**src/rtl/gimli_hash_sequencer.sv**
```systemverilog
// Gimli-Hash command sequencer: zero, absorb, pad, squeeze on a gimli_rounds_simple command port.
// Define GIMLI_HASH_XOF_EN to add the xof_blocks port (run-time squeeze word count).
module gimli_hash_sequencer #(
  parameter int DIGEST_BLOCKS = 2
) (
  input  logic         clk,
  input  logic         arstn,
  input  logic [127:0] msg_din,
  input  logic [4:0]   msg_size,
  input  logic         msg_last,
  input  logic         msg_valid,
  output logic         msg_ready,
  output logic [127:0] hash_dout,
  output logic         hash_valid,
  input  logic         hash_ready,
  output logic         hash_last,
  output logic         busy,
  output logic [2:0]   core_oper,
  output logic [127:0] core_din,
  output logic [4:0]   core_din_size,
  output logic         core_din_valid,
  input  logic         core_din_ready,
  input  logic [127:0] core_dout,
  input  logic         core_dout_valid,
  output logic         core_dout_ready
`ifdef GIMLI_HASH_XOF_EN
  ,
  input  logic [7:0]   xof_blocks
`endif
);

  localparam logic [2:0] S_IDLE    = 3'd0;
  localparam logic [2:0] S_INIT    = 3'd1;
  localparam logic [2:0] S_ABSORB  = 3'd2;
  localparam logic [2:0] S_PAD     = 3'd3;
  localparam logic [2:0] S_SQUEEZE = 3'd4;
  localparam logic [2:0] S_DRAIN   = 3'd5;

  localparam logic [2:0] OP_ABSORB  = 3'b000;
  localparam logic [2:0] OP_SQUEEZE = 3'b011;
  localparam logic [2:0] OP_INIT    = 3'b111;

  localparam logic [7:0] N_FIXED = 8'(DIGEST_BLOCKS);

  logic [2:0] state_q, state_d;
  logic [7:0] sq_cnt_q, sq_cnt_d;
  logic [7:0] out_cnt_q, out_cnt_d;
  logic [7:0] n_last;
  logic [4:0] eff_size;
  logic       cmd_hs;
  logic       out_hs;

`ifdef GIMLI_HASH_XOF_EN
  logic [7:0] n_q, n_d;

  // Word count is latched when a hash starts so later xof_blocks changes are ignored.
  always_comb begin
    n_d = n_q;
    if (state_q == S_IDLE && msg_valid) begin
      n_d = (xof_blocks == 8'd0) ? 8'd1 : xof_blocks;
    end
  end

  assign n_last = n_q - 8'd1;
`else
  assign n_last = N_FIXED - 8'd1;
`endif

  assign eff_size = (msg_size > 5'd16) ? 5'd16 : msg_size;

  // Digest path is a straight wire; the core's own handshake provides backpressure.
  assign hash_dout       = core_dout;
  assign hash_valid      = core_dout_valid;
  assign core_dout_ready = hash_ready;
  assign hash_last       = (out_cnt_q == n_last) & hash_valid;
  assign busy            = (state_q != S_IDLE);

  always_comb begin
    msg_ready      = 1'b0;
    core_din_valid = 1'b0;
    core_oper      = OP_INIT;
    core_din       = '0;
    core_din_size  = '0;
    case (state_q)
      S_INIT: begin
        core_din_valid = 1'b1;
      end
      S_ABSORB: begin
        core_oper      = OP_ABSORB;
        core_din       = msg_din;
        core_din_size  = msg_last ? eff_size : 5'd16;
        core_din_valid = msg_valid;
        msg_ready      = core_din_ready;
      end
      S_PAD: begin
        core_oper      = OP_ABSORB;
        core_din_valid = 1'b1;
      end
      S_SQUEEZE: begin
        core_oper      = OP_SQUEEZE;
        core_din_valid = 1'b1;
      end
      default: begin
      end
    endcase
  end

  assign cmd_hs = core_din_valid & core_din_ready;
  assign out_hs = core_dout_valid & hash_ready;

  always_comb begin
    state_d   = state_q;
    sq_cnt_d  = sq_cnt_q;
    out_cnt_d = out_hs ? out_cnt_q + 8'd1 : out_cnt_q;
    case (state_q)
      S_IDLE: begin
        if (msg_valid) state_d = S_INIT;
      end
      S_INIT: begin
        if (cmd_hs) state_d = S_ABSORB;
      end
      S_ABSORB: begin
        // A full final block still needs an empty padded block after it.
        if (cmd_hs && msg_last) begin
          state_d = (eff_size == 5'd16) ? S_PAD : S_SQUEEZE;
        end
      end
      S_PAD: begin
        if (cmd_hs) state_d = S_SQUEEZE;
      end
      S_SQUEEZE: begin
        if (cmd_hs) begin
          sq_cnt_d = sq_cnt_q + 8'd1;
          if (sq_cnt_q == n_last) state_d = S_DRAIN;
        end
      end
      S_DRAIN: begin
        if (out_hs && out_cnt_q == n_last) begin
          state_d   = S_IDLE;
          sq_cnt_d  = '0;
          out_cnt_d = '0;
        end
      end
      default: begin
        state_d = S_IDLE;
      end
    endcase
  end

  always_ff @(posedge clk or negedge arstn) begin
    if (!arstn) begin
      state_q   <= S_IDLE;
      sq_cnt_q  <= '0;
      out_cnt_q <= '0;
`ifdef GIMLI_HASH_XOF_EN
      n_q       <= N_FIXED;
`endif
    end else begin
      state_q   <= state_d;
      sq_cnt_q  <= sq_cnt_d;
      out_cnt_q <= out_cnt_d;
`ifdef GIMLI_HASH_XOF_EN
      n_q       <= n_d;
`endif
    end
  end

endmodule

```
**config.mk**
```make
export PLATFORM = sky130hd
export DESIGN_NAME = gimli_hash_sequencer
export DESIGN_NICKNAME = d
export VERILOG_FILES = /design/src/rtl/gimli_hash_sequencer.sv
export SDC_FILE = /design/constraint.sdc
export NUM_CORES = 1
export LEC_CHECK = 0
export BUFFER_PORTS_ARGS = -buffer_cell sky130_fd_sc_hd__buf_2
export CAP_MARGIN = 30
export CORE_AREA = 2 2 209 211
export CTS_CLUSTER_DIAMETER = 200
export DETAILED_ROUTE_END_ITERATION = 16
export DIE_AREA = 0 0 211 213
export SYNTH_ARGS = -nofsm -noshare
export SYNTH_HDL_FRONTEND = slang
export SYNTH_SLANG_ARGS = --single-unit
```
**constraint.sdc**
```tcl
create_clock -name clk -period 3.5 [get_ports clk]
set_input_delay 1.05 -clock clk [delete_from_list [all_inputs] [get_ports clk]]
set_output_delay 1.05 -clock clk [all_outputs]
set_load 0.005 [all_outputs]
```
# After elaboration in Yosys (flattened, before gate mapping)
# Cells that the tools add are included.
# Widths: inputs -> output; s select.
op_classes:
  n_lt_le_gt_ge: 1
  add_sub_neg: 2
  n_bitwise: 3
  mux: 22
  n_eq_ne: 15
  n_reduce_logical: 9
ops:
  columns: ["operator", "n"]
  rows:
  - ["$mux 128", 1]
  - ["$mux 8", 5]
  - ["$mux 3", 8]
  - ["$pmux 3 s6", 1]
  - ["$add 8x1->8 const B", 2]
  - ["$eq 8x1->1 const B", 2]
  - ["$pmux 8 s2", 1]
  - ["$mux 5", 3]
  - ["$ne 2x2->1 const B", 7]
  - ["$reduce_and 7->1", 1]
  - ["$eq 3x2->1 const B", 2]
  - ["$eq 3x3->1 const B", 2]
  - ["$pmux 3 s2", 1]
  - ["$eq 5x5->1 const B", 1]
  - ["$gt 5x5->1 const B", 1]
  - ["$and 1x1->1", 3]
  - ["$eq 3x1->1 const B", 1]
  - ["$logic_not 3->1", 1]
  - ["$reduce_and 3->1", 1]
  - ["$reduce_bool 3->1", 1]
  - ["$reduce_or 3->1", 1]
  - ["$logic_and 1x1->1", 2]
  - ["$pmux 1 s2", 1]
  - ["$reduce_bool 2->1", 1]
  - ["2 further kinds", 2]
word_totals:
  ff_bits: 19
  wordCells: 55
  out_inout_bits: 270

# Depth between registers and ports, before layout
# Gate-level depths: netlist (run 1).
depth:
  depth_word: 7
  depth_mapped: 7
  depth_no_buf: 6

# Worst setup path before layout (run 1)
# OpenSTA, ideal clock, no wires.
synth_timing:
  path_type: "input -> output"
  start: "in msg_size[4]"
  end: "out core_din_size[0]"
  setup_slack_ns: 1.042
  path_buffers: 0
  path_stages: 3
  t_arrival_ns: 1.408
  cell_sequence: "inv_1 > and3_1 > and2_1"
synth_between:
  elab_chain_cells: 4
synth_rtl:
  columns: ["element", "line_no", "text"]
  rows:
  - ["start: declaration", "9", "input logic [4:0] msg_size,"]
  - ["$gt 5x5->1", "69", "assign eff_size = (msg_size > 5'd16) ? 5'd16 : msg_size;"]
  - ["$mux 5", "69", null]
  - ["$mux 5", "91", "core_din_size = msg_last ? eff_size : 5'd16;"]
  - ["$mux 5", "84", "case (state_q)"]
  - ["end: declaration", "20", "output logic [4:0] core_din_size,"]
# No other way between the ends.

# Worst setup path in the final report (run 1)
layout_timing:
  start: "reg state_q[2]"
  end: "out core_din_size[0]"
layout_between:
  elab_chain_cells: 2
layout_rtl:
  columns: ["element", "line_no", "text"]
  rows:
  - ["start: declaration", "45", "logic [2:0] state_q, state_d;"]
  - ["start signal: assignment", "159", "state_q <= state_d;"]
  - ["$eq 3x2->1", "84", null]
  - ["$mux 5", "84", null]
# No other way between the ends.

==> results of run 1 <==
==> synthesized netlist by cell type (2+ instances only) <==
| library cell | instances |
|---|---|
| a211oi_1 | 2 |
| a21oi_1 | 2 |
| and2_1 | 136 |
| and3_1 | 3 |
| buf_2 | 17 |
| buf_4 | 131 |
| dfrtp_1 | 19 |
| ha_1 | 4 |
| inv_1 | 5 |
| nand2_1 | 5 |
| nand2b_1 | 2 |
| nand3_1 | 9 |
| nand4_1 | 6 |
| nor2_1 | 10 |
| nor3_1 | 5 |
| nor4b_4 | 2 |
| o21ai_0 | 2 |
| o21ai_1 | 5 |
| xnor2_1 | 9 |
| xor2_1 | 2 |
==> flip-flops by register name (all words and copies together) (netlist names) <==
register / cells
out_cnt_q: 8
sq_cnt_q: 8
state_q: 3
==> worst max-delay path, cell delays in order, from the launching register on <==
cell      delay, ns
dfrtp_1        0.52
nand2b_1       0.32
nor2_4         0.15
buf_12         0.32
and3_1         0.28
and2_1         0.21
buf_2          0.14
==> routing by layer <==
metal	global-route usage [%]	vias up	part of all wire (%)	routed length [um]
li1	-	1397	-	-
met1	6.53	1350	37	5800
met2	8.50	359	41	6470
met3	5.06	24	18	2780
met4	2.77	2	3.8	597
met5	1.00	-	0.36	56
==> metrics by stage <==
stage                     hold slack, ns  area, um2  total power, mW  std cells  util, %
after floorplan                    0.498       3060            0.968        397        -
after global placement             0.518       4100             1.20       1075     9.60
final                              0.536       4190             1.43       1082     9.80
after CTS                          0.540       4180             1.46       1079     9.78
after global routing               0.553       4180             1.56       1081     9.80
after detailed placement           0.527       4100             1.22       1075     9.60
==> cells by family after synthesis <==
logic type,count (synthesis)
AO/OA/AOI/OAI,22
XOR/XNOR,11
adder cells (fa/ha/maj),4
buffers and inverters,155
flip-flops,19
AND/OR/NAND/NOR,186
==> path summary, 6_finish.rpt <==
check,startpoint,endpoint,depth (start not counted)
worst min-delay path,out_cnt_q[7]$_DFF_PN0_,out_cnt_q[7]$_DFF_PN0_,1
worst max-delay path,state_q[2]$_DFFE_PN0P_,core_din_size[0],6
worst max register to register,out_cnt_q[1]$_DFF_PN0_,sq_cnt_q[5]$_DFFE_PN0P_,6
max in group asynchronous,arstn,sq_cnt_q[4]$_DFFE_PN0P_,1
min in group asynchronous,arstn,out_cnt_q[4]$_DFF_PN0_,1
worst min register to register,out_cnt_q[7]$_DFF_PN0_,out_cnt_q[7]$_DFF_PN0_,1
==> cell type report <==
class                           count  share of cell area (%)
Antenna cell                        3                   0.179
Clock buffer                        3                    1.79
Clock inverter                      1                   0.120
Inverter                            5                   0.448
Multi-Input combinational cell    223                    35.7
Sequential cell                    19                    11.4
Tap cell                          546                    16.3
Timing Repair Buffer              282                    34.1
==> power groups by stage <==
stage | Sequential (mW) | Clock, mW | Combinational (mW)
after detailed placement | 0.428 | 0 | 0.791
after floorplan | 0.368 | 0 | 0.600
final | 0.427 | 0.232 | 0.770
after global placement | 0.420 | 0 | 0.777
after CTS | 0.424 | 0.240 | 0.796
after global routing | 0.445 | 0.256 | 0.863
==> summary.md, run 1 <==
| Metric | Value |
|---|---|
| Run status | `completed` |
| Worst-Skew Late Latency | `approximately 0.25 ns` |
| Filler cell count | `4960` |
| Initial Utilization | `7.18%` |
| Most common cell after layout, fill and taps aside | `buf_2` |
| DIE WIDTH | `211 um` |
| Library cells used by synthesis | `between 40 and 50` |
| Adder-cell share of the synthesized area | `about 1.6%` |
| Synth async-reset ratio | `100%` |
| DR vias | `3132` |
| RSZ-0062 raised after global routing | `no` |
| Slew HR | `between 60% and 70%` |
| Tot GR Track Use | `under 10%` |
| Most frequent cells in the layout | `buf_2, and2_1, dfrtp_1` |
| DRT Wirelength | `around 16000 um` |
| Post-synth top area share | `32.1%` |
| Period minus WS final | `around 3.2 ns` |
| Pwr Density | `~340 nW/um2` |
| Detailed placement HPWL | `between 10000 and 15000 um` |
| Switch Pwr | `0.595 mW` |
| Flop pwr share | `29.9%` |
| Internal power | `~0.83 mW` |
| Largest family of logic cells by synthesized area | `simple AND/OR/NAND/NOR gates` |
| Root buffer cell | `clkbuf_16` |
| Hold Crit Class | `reg2reg` |
| Synth Area in Simple Gates | `38.5%` |
| Cells after Synth | `397` |
| Synth Register Bits | `19` |
| Setup TNS | `0 ns` |
| CTS Hold Bufs | `0` |
| Cell type with the largest total area after synthesis | `buf_4` |
| DP Worst Slack | `0.343 ns` |
| Drt pass-1 iters | `4` |
| CP Launch Type | `flip-flop` |
| Mapped Area | `slightly above 3000 um2` |
| CTS sink count | `19` |
| Mux cell area share after synthesis | `0%` |
| Max Cap Viol | `0` |
| Total grt overflow | `0` |
| CTS Buf Count | `3` |
| Share of layout cells above drive strength 1 | `~55%` |
| Row count | `between 70 and 80` |
| GPL Wtd Cong | `0.686` |
| Die Y-Extent | `213 um` |
| Final Cycle Share | `92.3%` |
| Maximum number of pins on one net before global-route repair | `131` |
| Post-CTS resize count | `0` |
| Detailed router's first-iteration violation count | `85` |
| Die Outline Area | `44900 um2` |
| Total nets after synthesis | `669` |
| Register area | `475 um2` |
| Core area | `42700 um2` |
| Seq/Total Area, Yosys | `15.5%` |
| Final setup violation count | `0` |
| Sw Share | `41.6%` |
| VDD IR-drop max | `0.132 mV` |
| Worst-path maximum fanout | `130` |
| Worst setup margin | `roughly 0.27 ns` |
| Port Buffers | `281` |
| Fmax | `between 0.3 and 0.4 GHz` |
| Via density | `2.89` |
| Number of setup buffers added after CTS | `0` |
| Drt wl/cell | `14.5 um` |
| Static Leak | `around 2.2 nW` |
| Final hold viol count | `0` |
| Number of global-route vias before repair | `2891` |
| Num ports | `538` |
| Synth Warn # | `0` |
| Comb pwr share | `53.9%` |
| Worst-path clk slew | `0.05 ns` |
| Arrival @ worst endpoint | `2.18 ns` |
| Area grow syn2layout | `36.6%` |
| CTS tree | `built` |
| WP data required | `approximately 2.5 ns` |
| Post-route antenna net violation count | `0` |
| Synth Flop Type | `dfrtp_1` |
| First-pass GRT wire length | `about 20000 um` |
| R2R Setup Slk | `1.56 ns` |
| H-tree depth | `1` |
| Drt drc | `0` |
| Clock share of power | `16.2%` |
| Slew Viols, Final | `0` |
| Kind of critical path | `reg2out` |
| Clock Tree Buf Depth | `2` |
| Post-Syn Area per Cell | `between 7 and 8 um2` |
| Synth Area in Compound Gates | `5.19%` |
| Clock skew | `0.00190 ns` |
| Post-synthesis xor/xnor area fraction | `3.14%` |
| Initial antenna violation count | `7` |
| Area of the multi-input gates | `between 1000 and 1500 um2` |
| Crit end category | `primary output` |
| Nets | `806` |
| EDFF count, synth | `0` |
| Ranking of synthesized cells by area | `buf_4, and2_1, dfrtp_1` |
| Least-Margin Pin Slew | `0.551 ns` |
Note: power is estimated with default switching activity, not from simulation.
==> inputs of run 2 (changes only) <==
GPL_TIMING_DRIVEN = 0   (was not set)
==> run 2 against run 1 <==
Net effect:
- cell count up 25%
- global-route usage up 0.65 points
- clock-buffer cell count rose by 1
- wire length rose by 14%
- sequential share of layout area shrank 3.3 points
- register-to-register slack improved by 0.20 ns
- sequential power decreased by 9.1%
- design area is 41% higher
- first-iteration DRC count increased by 51%
- flip-flop and latch count is the same
- clock power increased by 3%
- largest cell class is now buffers
==> summary.md, run 2 (synthesis gave the netlist of run 1 again) <==
| Metric | Value |
|---|---|
| Run status | `completed` |
| Detailed placement HPWL | `16400 um` |
| R2R Setup Slk | `1.76 ns` |
| DR vias | `between 4000 and 5000` |
| GPL Wtd Cong | `0.820` |
| R2R depth | `6` |
| First-pass GRT wire length | `22600 um` |
| Tot GR Track Use | `6.77%` |
| Crit end category | `primary output` |
| CP Launch Type | `flip-flop` |
| Slowest CP cell | `dfrtp_1` |
| Worst-path maximum fanout | `10` |
| Kind of critical path | `reg2out` |
| Worst path buffer plus inverter count | `3` |
| CTS Hold Bufs | `0` |
| CTS sink count | `19` |
| Total grt overflow | `0` |
| Worst reg2reg endpoint | `state_q[0]$_DFFE_PN0P_` |
| VDD IR-drop max | `0.414 mV` |
| Delay-heaviest family, CP | `buffers and inverters` |
| WHS | `roughly 0.52 ns` |
| H-tree depth | `1` |
| Most frequent cells in the layout | `buf_2, and2_1, buf_4` |
| Port Buffers | `roughly 410` |
| RSZ-0062 raised after global routing | `no` |
| Internal power | `1.01 mW` |
| Filler cell count | `4882` |
| DP Worst Slack | `a little over 0.2 ns` |
| DRT Wirelength | `18000 um` |
| Flop pwr share | `23.2%` |
| Worst-path clk slew | `0.05 ns` |
| Crit path from | `state_q[2]$_DFFE_PN0P_` |
| Most common cell after layout, fill and taps aside | `buf_2` |
| Post-route antenna net violation count | `0` |
| WP data required | `approximately 2.5 ns` |
| Drt drc | `0` |
| Period minus WS final | `3.22 ns` |
| Drt pass-1 iters | `4` |
| Detailed router's first-iteration violation count | `128` |
| Slew Viols, Final | `0` |
| Area grow syn2layout | `91.9%` |
| Comb pwr share | `approximately 63%` |
| Sw Share | `about two fifths` |
| Hold Crit Class | `reg2reg` |
| Switch Pwr | `0.671 mW` |
| Slew HR | `around two thirds` |
| Root buffer cell | `clkbuf_16` |
| Drt wl/cell | `13.2 um` |
| Worst setup margin | `0.275 ns` |
| Share of layout cells above drive strength 1 | `69.9%` |
| Setup TNS | `0 ns` |
| Reg2reg start | `out_cnt_q[1]$_DFF_PN0_` |
| Final hold viol count | `0` |
| Final setup violation count | `0` |
| CTS Buf Count | `3` |
| Num ports | `about 540` |
| Worst-Skew Late Latency | `0.25 ns` |
| Final Cycle Share | `92.1%` |
| Clock skew | `0.00159 ns` |
| CP max stage delay | `0.40 ns` |
| DIE WIDTH | `211 um` |
| Number of global-route vias before repair | `about 3500` |
| Arrival @ worst endpoint | `2.17 ns` |
| Clock Tree Buf Depth | `2` |
| Crit. path cell count | `6` |
| Die Outline Area | `44900 um2` |
| Static Leak | `3.46 nW` |
| Maximum number of pins on one net before global-route repair | `20` |
| Row count | `76` |
| Clock share of power | `about 14%` |
| CP cell instances | `nand2b_1 > nor2_2 > clkbuf_4 > buf_2 > and2_1 > buf_2` |
| Via density | `2.96` |
| Core area | `42700 um2` |
| Setup crit end | `core_din[41]` |
| Fmax | `0.310 GHz` |
| Initial Utilization | `between 7 and 8%` |
| Nets | `approximately 1100` |
| Initial antenna violation count | `5` |
| Die Y-Extent | `213 um` |
| Least-Margin Pin Slew | `approximately 0.51 ns` |
| Most Frequent Cell on Critical Path | `buf_2` |
| CTS tree | `built` |
| Max Cap Viol | `0` |
| Pwr Density | `~280 nW/um2` |
| Regs by FF count | `out_cnt_q: 8 flops, sq_cnt_q: 8 flops, state_q: 3 flops` |
[run 2: how the worst min path moves through the flow]
stage | from | end | slack (ns) | cells after the start
after floorplan | sq_cnt_q[0]$_DFFE_PN0P_ | sq_cnt_q[0]$_DFFE_PN0P_ | 0.50 | 1
after global placement | out_cnt_q[7]$_DFF_PN0_ | out_cnt_q[7]$_DFF_PN0_ | 0.52 | 1
after detailed placement | out_cnt_q[7]$_DFF_PN0_ | out_cnt_q[7]$_DFF_PN0_ | 0.52 | 1
after CTS | out_cnt_q[7]$_DFF_PN0_ | out_cnt_q[7]$_DFF_PN0_ | 0.53 | 1
after global routing | out_cnt_q[7]$_DFF_PN0_ | out_cnt_q[7]$_DFF_PN0_ | 0.55 | 1
final | out_cnt_q[7]$_DFF_PN0_ | out_cnt_q[7]$_DFF_PN0_ | 0.52 | 1
[run 2: power by group through the flow]
| stage | Sequential, mW | Combinational [mW] | Clock, mW |
|---|---|---|---|
| 2_1_floorplan | 0.368 | 0.600 | 0 |
| 3_3_place_gp | 0.388 | 1.05 | 0 |
| 3_5_place_dp | 0.390 | 1.05 | 0 |
| 4_1_cts | 0.387 | 1.06 | 0.245 |
| 5_1_grt | 0.400 | 1.16 | 0.256 |
| 6_report | 0.388 | 1.05 | 0.239 |
[run 2: final cells by class]
type	instances	area [um2]	area share, %
inverters	5	18.8	0.319
multi-input cells	223	1490	25.3
repair buffers	409	2050	34.8
flip-flops and latches	19	475	8.09
diodes	1	2.50	0.0426
clock buffers	4	78.8	1.34
well taps	546	683	11.6
plain buffers	150	1090	18.5
[run 2: metal layers]
metal	vias to the layer above	part of all wire (%)	global-route usage [%]
met5	-	0.067	0
met2	195	48	11.1
li1	1951	-	-
met4	2	1.8	1.85
met1	1851	44	9.36
met3	11	6.0	0.824
[run 2: timing repair]
item                                    in CTS  in global routing
gates resized for setup                      1                  1
endpoints found under the setup margin      21                  2
setup buffers                                0                  0
[run 2: metrics by stage]
step / utilization (%) / instance area, um2 / power [mW] / std cells
after floorplan: - / 3060 / 0.968 / 397
after global placement: 13.6 / 5790 / 1.44 / 1352
after detailed placement: 13.6 / 5790 / 1.44 / 1352
after CTS: 13.8 / 5880 / 1.69 / 1356
after global routing: 13.8 / 5880 / 1.81 / 1357
final: 13.8 / 5880 / 1.68 / 1357
